`src/rtl/bus_pkg.sv`:
```
// Shared definitions for the CPU-to-memory bridge: FSM encoding and bus constants.
package bus_pkg;

    typedef enum logic [1:0] {
        StIdle    = 2'd0,
        StRamWait = 2'd1,
        StIoWait  = 2'd2,
        StResp    = 2'd3
    } state_e;

    localparam logic [31:0] DeadBeef      = 32'hDEAD_BEEF;
    localparam logic [31:0] IoBaseDefault = 32'hFFFF_0000;
    localparam int unsigned CntW          = 16;

endpackage

```
`src/rtl/wait_counter.sv`:
```
// Loadable down-counter that saturates at zero; paces both RAM latency and IO timeout.
module wait_counter #(
    parameter int unsigned Width = 16
) (
    input  logic             clk,
    input  logic             reset,
    input  logic             load,
    input  logic [Width-1:0] load_val,
    input  logic             dec,
    output logic             zero
);

    logic [Width-1:0] cnt_q;

    always_ff @(posedge clk) begin
        if (reset) begin
            cnt_q <= '0;
        end else if (load) begin
            cnt_q <= load_val;
        end else if (dec && (cnt_q != '0)) begin
            cnt_q <= cnt_q - Width'(1);
        end
    end

    assign zero = (cnt_q == '0);

endmodule

```
`src/rtl/cpu_mem_bridge.sv`:
```
// Single-outstanding bridge from a CPU request port to an external synchronous RAM
// and a memory-mapped IO region with a bounded wait.
module cpu_mem_bridge
    import bus_pkg::*;
#(
    parameter int unsigned RAM_AW     = 12,
    parameter int unsigned RAM_LAT    = 1,
    parameter logic [31:0] IO_BASE    = IoBaseDefault,
    parameter int unsigned IO_TIMEOUT = 15
) (
    input  logic              clk,
    input  logic              reset,
    input  logic              mem_r,
    input  logic              mem_w,
    input  logic [31:0]       addr_in,
    input  logic [31:0]       data_from_cpu,
    input  logic [3:0]        be,
    output logic [31:0]       data_to_cpu,
    output logic              mio_ready,
    output logic              bus_err,
    output logic [3:0]        ram_we,
    output logic [RAM_AW-1:0] ram_addr,
    output logic [31:0]       ram_din,
    input  logic [31:0]       ram_dout,
    output logic              io_sel,
    output logic              io_we,
    output logic [15:0]       io_addr,
    output logic [31:0]       io_wdata,
    input  logic [31:0]       io_rdata,
    input  logic              io_ready
);

    // A read waits RAM_LAT+1 cycles so ram_dout is sampled one edge after the RAM produces it.
    localparam logic [CntW-1:0] RamRdLoad = CntW'(RAM_LAT);
    localparam logic [CntW-1:0] RamWrLoad = CntW'(1);
    localparam logic [CntW-1:0] IoLoad    = CntW'(IO_TIMEOUT - 1);

    state_e state_q, state_d;

    logic        wr_q;
    logic        err_q;
    logic [31:0] addr_q;
    logic [31:0] wdata_q;
    logic [3:0]  be_q;
    logic [31:0] rdata_q;

    logic            req;
    logic            req_io;
    logic            accept;
    logic            cnt_load;
    logic            cnt_dec;
    logic            cnt_zero;
    logic [CntW-1:0] cnt_val;

    assign req    = mem_r | mem_w;
    assign req_io = (addr_in >= IO_BASE);
    assign accept = (state_q == StIdle) && req;

    always_ff @(posedge clk) begin
        if (reset) begin
            state_q <= StIdle;
        end else begin
            state_q <= state_d;
        end
    end

    always_comb begin
        state_d = state_q;
        unique case (state_q)
            StIdle:    if (req) state_d = req_io ? StIoWait : StRamWait;
            StRamWait: if (cnt_zero) state_d = StResp;
            StIoWait:  if (io_ready || cnt_zero) state_d = StResp;
            StResp:    state_d = StIdle;
            default:   state_d = StIdle;
        endcase
    end

    always_comb begin
        mio_ready = (state_q == StResp);
        bus_err   = (state_q == StResp) && err_q;
        // Write enables only on the first RAM_WAIT cycle, while the write count is still 1.
        ram_we    = ((state_q == StRamWait) && wr_q && !cnt_zero) ? be_q : 4'h0;
        io_sel    = (state_q == StIoWait);
        io_we     = (state_q == StIoWait) && wr_q;
    end

    assign cnt_load = accept;
    assign cnt_val  = req_io ? IoLoad : (mem_w ? RamWrLoad : RamRdLoad);
    assign cnt_dec  = (state_q == StRamWait) || (state_q == StIoWait);

    wait_counter #(
        .Width (CntW)
    ) u_wait_counter (
        .clk      (clk),
        .reset    (reset),
        .load     (cnt_load),
        .load_val (cnt_val),
        .dec      (cnt_dec),
        .zero     (cnt_zero)
    );

    always_ff @(posedge clk) begin
        if (reset) begin
            wr_q    <= 1'b0;
            err_q   <= 1'b0;
            addr_q  <= '0;
            wdata_q <= '0;
            be_q    <= '0;
            rdata_q <= '0;
        end else begin
            if (accept) begin
                wr_q    <= mem_w;
                err_q   <= 1'b0;
                addr_q  <= addr_in;
                wdata_q <= data_from_cpu;
                be_q    <= be;
            end
            if ((state_q == StRamWait) && cnt_zero && !wr_q) begin
                rdata_q <= ram_dout;
            end
            // io_ready on the last allowed cycle still wins over the timeout.
            if (state_q == StIoWait) begin
                if (io_ready) begin
                    if (!wr_q) rdata_q <= io_rdata;
                end else if (cnt_zero) begin
                    err_q <= 1'b1;
                    if (!wr_q) rdata_q <= DeadBeef;
                end
            end
        end
    end

    assign data_to_cpu = rdata_q;
    assign ram_addr    = addr_q[RAM_AW+1:2];
    assign ram_din     = wdata_q;
    assign io_addr     = addr_q[15:0];
    assign io_wdata    = wdata_q;

endmodule

```
`config.mk`:
```
export PLATFORM = sky130hd
export DESIGN_NAME = cpu_mem_bridge
export DESIGN_NICKNAME = d
export VERILOG_FILES = /design/src/rtl/bus_pkg.sv /design/src/rtl/wait_counter.sv /design/src/rtl/cpu_mem_bridge.sv
export SDC_FILE = /design/constraint.sdc
export NUM_CORES = 1
export LEC_CHECK = 0
export CORE_UTILIZATION = 30
export DETAILED_ROUTE_END_ITERATION = 16
export DONT_BUFFER_PORTS = 1
export SETUP_SLACK_MARGIN = 0.2
export SLEW_MARGIN = 20
export SYNTH_ARGS = -nofsm -noshare
export SYNTH_HDL_FRONTEND = slang
export SYNTH_HIERARCHICAL = 1
export SYNTH_SLANG_ARGS = --single-unit
```
`constraint.sdc`:
```
create_clock -name clk -period 2.3 [get_ports clk]
set_clock_uncertainty 0.1 [all_clocks]
set_input_delay 0.46 -clock clk [delete_from_list [all_inputs] [get_ports clk]]
set_output_delay 0.46 -clock clk [all_outputs]
set_load 0.1 [all_outputs]
```
==> results.json, run 1 <==
{
  "slew_headroom": 0.600,
  "async_flop_share": 0,
  "power_mw": 11.1,
  "clockBufferDepth": 2,
  "cpPeakStageDelay_ps": 350,
  "arrival_ps": 1640,
  "crit_slowest_cell": "and2_4",
  "final_core_utilization": 0.382,
  "setup_ws_ps": 95.2,
  "ios": 269,
  "fillers": 1684,
  "grt_max_degree": 110,
  "path_clk_slew_ps": 80,
  "die_area_sq_um": 17800,
  "synthDistinctLibCells": 61,
  "cts.sinks": 104,
  "root_buffer": "clkbuf_16",
  "min_path_cells": 1,
  "grt_pass1_wl_um": 21900,
  "ant_nets": 0,
  "rsz0062_at_grt": "true",
  "setup_violations": 0,
  "totalWireLength_um": 14500,
  "hp-start": "reset",
  "status": "completed",
  "grt_pass1_vias": 4162,
  "drt-initial-drc-count": 203,
  "critPathMaxFanout": 4,
  "dr.pass1.iters": 4,
  "required_ps": 1740,
  "pre_cts_slack_ps": 110,
  "finalNetCount": 812,
  "vias_per_cell": 4.95,
  "fp.dieH_um": 133,
  "drv_cap": 0,
  "grt_usage": 0.157,
  "num_antenna_cells": 0,
  "min_period_ps": 2200,
  "whs_ps": 93.5,
  "grt-ovfl-total": 0,
  "hold_class": "input pin to flip-flop",
  "synth.ff_latch_count": 104,
  "worstSkewPairLatency_ps": 350,
  "ir_worst_vdd_v": 0.000939,
  "io_buffers": 0,
  "drv_slew": 0,
  "fin_tns_setup_ps": 0,
  "r2r_cells": 8,
  "area_growth_syn_to_layout_pct": 23.4,
  "cts_tree": "built",
  "start_util": 0.310,
  "hold_viol_final": 0,
  "ys_warn_count": 6,
  "worstSetupEndpointType": "primary output",
  "start_kind": "flip-flop",
  "worst_pin_slew_ps": 600,
  "crit_chain": "inv_2, ha_4, nor4b_4, nand4_4, clkinv_4, nor2_4, and2_4",
  "r2r_setup_slack_ps": 150,
  "p_per_area_nw_per_um2": 1740,
  "routedWlPerCell_um": 16.2,
  "final_cell_mix": "151 x nand2_1, 100 x buf_4, 58 x a21oi_1, 56 x dfxtp_1, 55 x nor2_1",
  "vias": 4422,
  "place_congestion": 0.791,
  "die_x_um": 133,
  "fmax_ghz": 0.454,
  "crit_type": "flip-flop to primary output",
  "coreArea_sq_um": 16700,
  "antenna_found_initial": 0,
  "syn_inst": 626,
  "hpwl_um": 10200,
  "cts_buffers": 9,
  "drcViolationCount": 0,
  "synth_edf_count": 0,
  "period_share": 0.959,
  "row_count": 47,
  "dominantRegCellSynth": "dfxtp_1",
  "r2r_start": "u_wait_counter/cnt_q[3]$_SDFFE_PP0P_",
  "hold_end": "addr_q[0]$_SDFFE_PP0P_",
  "drive_gt1_frac": 0.366,
  "ys_seq_area_frac": 0.402,
  "postSynthAreaPerCell_sq_um": 8.27,
  "leakagePower_nw": 2.49,
  "mostFrequentLayoutCell": "nand2_1",
  "h-tree-depth": 3,
  "netlist_area_sq_um": 5170
}
-- kinds of logic (layout without fill, tap and decap cells) --
logic type / after synthesis / in the layout / synth area share
compound gates: 123 / 123 / 0.185
fa+ha+maj: 5 / 5 / 0.0121
buf+inv: 102 / 139 / 0.117
flops: 104 / 104 / 0.402
mux: 10 / 10 / 0.0235
other cells: 1 / 12 / 0.000725
simple gates: 281 / 281 / 0.259
-- final cells by class --
cell class | count | area, sq um | share of cell area
sequential | 104 | 2140 | 0.336
inverter | 17 | 72.6 | 0.0114
multi-input combinational | 431 | 2680 | 0.419
tap | 220 | 275 | 0.0431
clock inverter | 6 | 103 | 0.0161
clock buffer | 9 | 225 | 0.0353
timing repair buffer | 107 | 886 | 0.139
-- timing repair --
action	CTS	global route
setup endpoints to repair	10	48
pin swaps	7	6
hold buffers	0	0
buffers inserted	3	0
resized for setup	10	19
cloned	0	0
-- stage by stage --
| stage | std cells | cell area [sq um] |
|---|---|---|
| finish | 894 | 6380 |
| global route | 894 | 6380 |
| CTS | 894 | 6290 |
| detailed placement | 876 | 5910 |
| global placement | 876 | 5910 |
| floorplan | 637 | 5260 |
-- cell usage after synthesis (all sizes together) (4+ instances only) --
cell     instances  area, sq um
nand2          151          567
dfxtp          104         2080
buf             63          457
a21oi           59          299
nor2            59          239
a311oi          26          322
clkbuf          22         82.6
inv             15         56.3
nor3            14         80.1
nor4            12          130
a22oi           10         75.1
mux2             8          101
nand3            7         35.0
nand4            7         58.8
a2111oi          6         77.6
and2             6         37.5
ha               5         62.6
or2              5         31.3
nand3b           4         42.5
nor2b            4         25.0
o21ai            4         27.5
-- metal layers --
layer / GRT usage / wire length [um] / vias to the layer above
li1: - / - / 2184
met1: 0.174 / 5900 / 2021
met2: 0.276 / 7030 / 200
met3: 0.0582 / 1230 / 17
met4: 0.0537 / 313 / 0
met5: 0 / 0 / -
-- state kept, by name, indices dropped and copies added (netlist names), named ones only --
name,cells
u_wait_counter/cnt_q,16
io_wdata,32
state_q,2
wr_q,1
addr_q,16
be_q,4
data_to_cpu,24
err_q,1
-- worst max-delay path, delay by kind of cell (launching register included) --
| family | cells | cell delay, ps |
|---|---|---|
| simple gates | 4 | 690 |
| buf+inv | 2 | 120 |
| fa+ha+maj | 1 | 150 |
| flops | 1 | 340 |
-- where the power goes --
part | leakage (nW) | switching, mW | internal, mW
registers | 0.871 | 0.374 | 2.28
clock network | 0.159 | 0.737 | 0.968
logic | 1.46 | 5.27 | 1.51
total | 2.49 | 6.38 | 4.76
-- worst max path at each step --
stage / cells after the start / startpoint / slack, ps / end
global route: 7 / u_wait_counter/cnt_q[0]$_SDFFE_PP0P_ / 0.6 / ram_we[1]
global placement: 6 / state_q[0]$_SDFFE_PP0P_ / 130 / u_wait_counter/cnt_q[5]$_SDFFE_PP0P_
CTS: 7 / u_wait_counter/cnt_q[0]$_SDFFE_PP0P_ / 80 / ram_we[0]
detailed placement: 6 / state_q[0]$_SDFFE_PP0P_ / 110 / u_wait_counter/cnt_q[5]$_SDFFE_PP0P_
floorplan: 4 / state_q[0]$_SDFFE_PP0P_ / 20 / io_we
finish: 7 / u_wait_counter/cnt_q[0]$_SDFFE_PP0P_ / 100 / ram_we[0]
Power figures use the tool's default switching activity.
==> run 2: changes to the inputs <==
--- a/config.mk
+++ b/config.mk
@@ -5,6 +5,7 @@
 export SDC_FILE = /design/constraint.sdc
 export NUM_CORES = 1
 export LEC_CHECK = 0
+export CORE_MARGIN = 1.5
 export CORE_UTILIZATION = 30
 export DETAILED_ROUTE_END_ITERATION = 16
 export DONT_BUFFER_PORTS = 1
==> run 2 against run 1 <==
  * Sequential power about the same
  * Die area increased by 1.5%
  * Utilization increased by 0.77 points
  * Via count increased by 0.54%
  * Non-clock buffer count increased by 5
  * Maximum frequency decreased by 1.5%
  * Final area increased by 2.0%
  * Register-to-register slack got worse by 20 ps
  * Count of clock-buffer cells in the layout increased by 1
  * Final cell count increased by 0.78%
  * Power decreased by 0.70%
  * Critical endpoint is now ram_we[1]
==> results.json, run 2 (same netlist as run 1, synthesis figures left out) <==
{
  "grt_usage": 0.150,
  "ant_nets": 0,
  "fp.dieH_um": 134,
  "grt_pass1_wl_um": 21300,
  "rsz0062_at_grt": "true",
  "r2r_cells": 11,
  "placed_area_sq_um": 5930,
  "r2r_setup_slack_ps": 130,
  "num_antenna_cells": 0,
  "cts_tree": "built",
  "period_share": 0.973,
  "die_x_um": 134,
  "grt-ovfl-total": 0,
  "drv_cap": 0,
  "mostFrequentLayoutCell": "nand2_1",
  "final_cell_mix": "151 x nand2_1, 99 x buf_4, 58 x a21oi_1, 55 x nor2_1, 55 x dfxtp_1",
  "min_path_cells": 1,
  "root_buffer": "clkbuf_16",
  "fmax_ghz": 0.447,
  "multi_input_area_sq_um": 2730,
  "postCtsHoldBufs": 0,
  "dr.pass1.iters": 4,
  "drt-initial-drc-count": 170,
  "hold_viol_final": 0,
  "largest_reg_flops": 32,
  "grt_max_degree": 110,
  "drv_slew": 0,
  "ir_worst_vdd_v": 0.000942,
  "fillers": 1701,
  "arrival_ps": 1680,
  "routedWlPerCell_um": 16.1,
  "hold_end": "addr_q[0]$_SDFFE_PP0P_",
  "required_ps": 1740,
  "fin_area_sq_um": 6510,
  "worst_pin_slew_ps": 595,
  "drcViolationCount": 0,
  "grt_pass1_vias": 4082,
  "start_kind": "flip-flop",
  "io_buffers": 0,
  "crit_type": "flip-flop to primary output",
  "critPathMaxFanout": 4,
  "area_growth_syn_to_layout_pct": 25.8,
  "placed_cells": 877,
  "finalNetCount": 818,
  "hpwl_um": 10100,
  "antenna_found_initial": 0,
  "place_congestion": 0.775,
  "drive_gt1_frac": 0.385,
  "cts_buffers": 9,
  "final-instance-count-excl-fill": 901,
  "seqCellArea_sq_um": 2150,
  "status": "completed",
  "min_period_ps": 2240,
  "timing.rr.end": "data_to_cpu[4]$_SDFF_PP0_",
  "p_per_area_nw_per_um2": 1700,
  "vias_per_cell": 4.93,
  "coreArea_sq_um": 16700,
  "hold_class": "input pin to flip-flop",
  "clockBufferDepth": 2,
  "path_clk_slew_ps": 70,
  "vias": 4446,
  "hp-start": "reset",
  "h-tree-depth": 3,
  "r2r_start": "u_wait_counter/cnt_q[0]$_SDFFE_PP0P_",
  "totalWireLength_um": 14500,
  "start_util": 0.310,
  "whs_ps": 103,
  "cts.sinks": 104,
  "worstSkewPairLatency_ps": 350,
  "die_area_sq_um": 18000,
  "worstSetupEndpointType": "primary output",
  "slew_headroom": 0.603,
  "ios": 269,
  "setup_violations": 0,
  "row_count": 47,
  "leakagePower_nw": 2.55
}
==> run 2: through the flow <==
stage               total power [mW]  utilization  setup TNS [ps]  setup WS (ps)
floorplan                       8.33            -               0           21.1
global placement                9.22        0.355               0            123
detailed placement              9.27        0.355               0           82.6
CTS                             10.9        0.376               0           57.8
global route                    11.6        0.390           -52.3          -13.5
finish                          11.1        0.390               0           61.4
==> run 2: power breakdown <==
part | internal, mW | total, mW | switching (mW)
Combinational | 1.59 | 6.84 | 5.26
Sequential | 2.28 | 2.69 | 0.408
Clock | 0.790 | 1.53 | 0.736
==> run 2: metal layers <==
| layer | routed length, um | share of wire | vias to the layer above | GRT usage |
|---|---|---|---|---|
| met1 | 6110 | 0.42 | 2022 | 0.173 |
| li1 | - | - | 2195 | - |
| met5 | 0 | 0 | - | 0 |
| met3 | 1200 | 0.083 | 25 | 0.0472 |
| met2 | 6910 | 0.48 | 204 | 0.263 |
| met4 | 252 | 0.017 | 0 | 0.0466 |
==> run 2: layout make-up <==
class                   instances  area share
clock buffers                  10      0.0367
clock inverters                 6     0.00941
inverters                      17      0.0111
multi-input cells             432       0.419
flip-flops and latches        104       0.329
well taps                     220      0.0423
repair buffers                112       0.152
==> run 2: how the worst max path moves through the flow <==
stage,from,cells past startpoint,to
after floorplan,state_q[0]$_SDFFE_PP0P_,4,io_we
after global placement,state_q[0]$_SDFFE_PP0P_,6,u_wait_counter/cnt_q[5]$_SDFFE_PP0P_
after detailed placement,state_q[0]$_SDFFE_PP0P_,6,u_wait_counter/cnt_q[11]$_SDFFE_PP0P_
after CTS,u_wait_counter/cnt_q[1]$_SDFFE_PP0P_,7,ram_we[1]
after global routing,u_wait_counter/cnt_q[0]$_SDFFE_PP0P_,7,ram_we[3]
final,u_wait_counter/cnt_q[0]$_SDFFE_PP0P_,7,ram_we[1]
==> run 2: what timing repair did <==
action / CTS / global route
gates resized for setup: 10 / 34
buffers inserted: 2 / 3
endpoints found under the hold margin: 0 / 0
gates cloned: 0 / 3
pin swaps: 7 / 11
endpoints found under the setup margin: 16 / 48
==> run 2: worst max-delay path, stage by stage (launching register included) <==
cell and delay [ps]:
dfxtp_2 350, inv_2 60, ha_4 150, nor4b_4 130
nand4_4 90, clkinv_4 70, nor2_4 140, and2_4 350
==> run 3: changes to the inputs <==
--- a/config.mk
+++ b/config.mk
@@ -9,6 +9,7 @@
 export CORE_UTILIZATION = 30
 export DETAILED_ROUTE_END_ITERATION = 16
 export DONT_BUFFER_PORTS = 1
+export GPL_TIMING_DRIVEN = 0
 export SETUP_SLACK_MARGIN = 0.2
 export SLEW_MARGIN = 20
 export SYNTH_ARGS = -nofsm -noshare
==> run 3 against run 2 <==
  * Setup slack got worse by 54 ps
  * Wire length rose by 13%
  * Die area did not move
  * Clock power barely moved
  * Global-route usage rose by 2.6 points
  * Critical path type unchanged
  * Critical endpoint is now ram_we[3]
==> results.json, run 3 (same netlist as run 1, synthesis figures left out) <==
{
  "status": "completed",
  "hold_viol_final": 0,
  "row_count": 47,
  "r2r_start": "state_q[0]$_SDFFE_PP0P_",
  "io_buffers": 0,
  "min_path_cells": 2,
  "required_ps": 1740,
  "worst_pin_slew_ps": 1040,
  "totalWireLength_um": 16300,
  "path_clk_slew_ps": 70,
  "clockBufferDepth": 2,
  "fp.dieH_um": 134,
  "pre_cts_slack_ps": -540,
  "hp-start": "data_from_cpu[28]",
  "r2r_setup_slack_ps": 70,
  "ant_nets": 0,
  "arrival_ps": 1730,
  "vias_per_cell": 5.07,
  "setup_ws_ps": 7.03,
  "cts.sinks": 104,
  "drive_gt1_frac": 0.378,
  "routedWlPerCell_um": 18.0,
  "drcViolationCount": 0,
  "ios": 269,
  "cts_buffers": 9,
  "hpwl_um": 12100,
  "r2r_cells": 9,
  "grt_max_degree": 17,
  "crit_chain": "inv_2, ha_4, nor4b_4, nand4_4, clkinv_4, nor2_4, and2_4",
  "die_x_um": 134,
  "num_antenna_cells": 0,
  "largest_reg_flops": 32,
  "antenna_found_initial": 0,
  "hold_end": "io_wdata[28]$_SDFFE_PP0P_",
  "area_growth_syn_to_layout_pct": 26.8,
  "dr.pass1.iters": 4,
  "ir_worst_vdd_v": 0.000656,
  "p_per_area_nw_per_um2": 1750,
  "setup_violations": 0,
  "grt_pass1_wl_um": 24400,
  "final_core_utilization": 0.393,
  "period_share": 0.997,
  "crit_type": "flip-flop to primary output",
  "grt_usage": 0.176,
  "vias": 4596,
  "h-tree-depth": 3,
  "grt-ovfl-total": 0,
  "drv_cap": 0,
  "place_congestion": 0.812,
  "startpoint": "u_wait_counter/cnt_q[0]$_SDFFE_PP0P_",
  "fmax_ghz": 0.436,
  "root_buffer": "clkbuf_16",
  "drt-initial-drc-count": 154,
  "leakagePower_nw": 2.51,
  "crit_slowest_cell": "and2_4",
  "final_cell_mix": "150 x nand2_1, 73 x buf_4, 57 x a21oi_1, 56 x dfxtp_1, 55 x nor2_1",
  "die_area_sq_um": 18000,
  "slew_headroom": 0.309,
  "worstSetupEndpointType": "primary output",
  "start_util": 0.310,
  "drv_slew": 0,
  "rsz0062_at_grt": "true",
  "seqCellArea_sq_um": 2150,
  "worstSkewPairLatency_ps": 350,
  "min_period_ps": 2290,
  "placed_cells": 857,
  "cpPeakStageDelay_ps": 350,
  "postCtsHoldBufs": 0,
  "mostFrequentLayoutCell": "nand2_1",
  "finalNetCount": 824,
  "start_kind": "flip-flop",
  "critPathMaxFanout": 4,
  "cts_tree": "built",
  "grt_pass1_vias": 4520,
  "hold_class": "input pin to flip-flop",
  "coreArea_sq_um": 16700,
  "timing.rr.end": "u_wait_counter/cnt_q[11]$_SDFFE_PP0P_",
  "multi_input_area_sq_um": 2790,
  "fillers": 1718,
  "final-instance-count-excl-fill": 906
}
run 3: area by class of cell:
cell class,count,area share
Clock buffer,11,0.0355
Clock inverter,4,0.00820
Sequential cell,104,0.327
Tap cell,220,0.0419
Buffer,85,0.0972
Multi-Input combinational cell,431,0.426
Timing Repair Buffer,34,0.0515
Inverter,17,0.0128
run 3: through the flow:
step	power, mW	cell area, sq um	setup TNS (ps)	hold slack (ps)
2_1_floorplan	8.33	5260	0	337
3_3_place_gp	9.04	5540	-9170	342
3_5_place_dp	9.06	5540	-10320	349
4_1_cts	11.3	6400	-64.0	115
5_1_grt	12.0	6560	-880	115
6_report	11.5	6560	0	129
run 3: worst max-delay path by stage:
stage / endpoint / slack [ps]
finish: ram_we[3] / 7
global route: data_to_cpu[20]$_SDFF_PP0_ / -90
CTS: io_we / -60
detailed placement: u_wait_counter/cnt_q[14]$_SDFFE_PP0P_ / -540
global placement: u_wait_counter/cnt_q[14]$_SDFFE_PP0P_ / -480
floorplan: io_we / 20
run 3: power by group:
part	total, mW	switching (mW)	internal [mW]	leakage [nW]
clock network	1.55	0.705	0.844	0.132
registers	4.84	2.55	2.29	0.872
logic	5.07	3.33	1.73	1.51
run 3: per-layer routing:
metal | track usage | share of wire
met5 | 0 | 0
met4 | 0.0526 | 0.015
met3 | 0.0639 | 0.098
met2 | 0.313 | 0.50
met1 | 0.195 | 0.39
run 3: repair_timing:
item,in CTS,in global routing
buffers inserted,23,9
pin swaps,20,21
gates cloned,2,0
setup endpoints to repair,101,54
resized for setup,119,33
run 3: worst max-delay path: cells and delay by family (launching register included):
family / cells / cell delay, ps
AND/OR/NAND/NOR: 4 / 740
adder cells (fa/ha/maj): 1 / 150
flip-flops: 1 / 340
buffers and inverters: 2 / 140
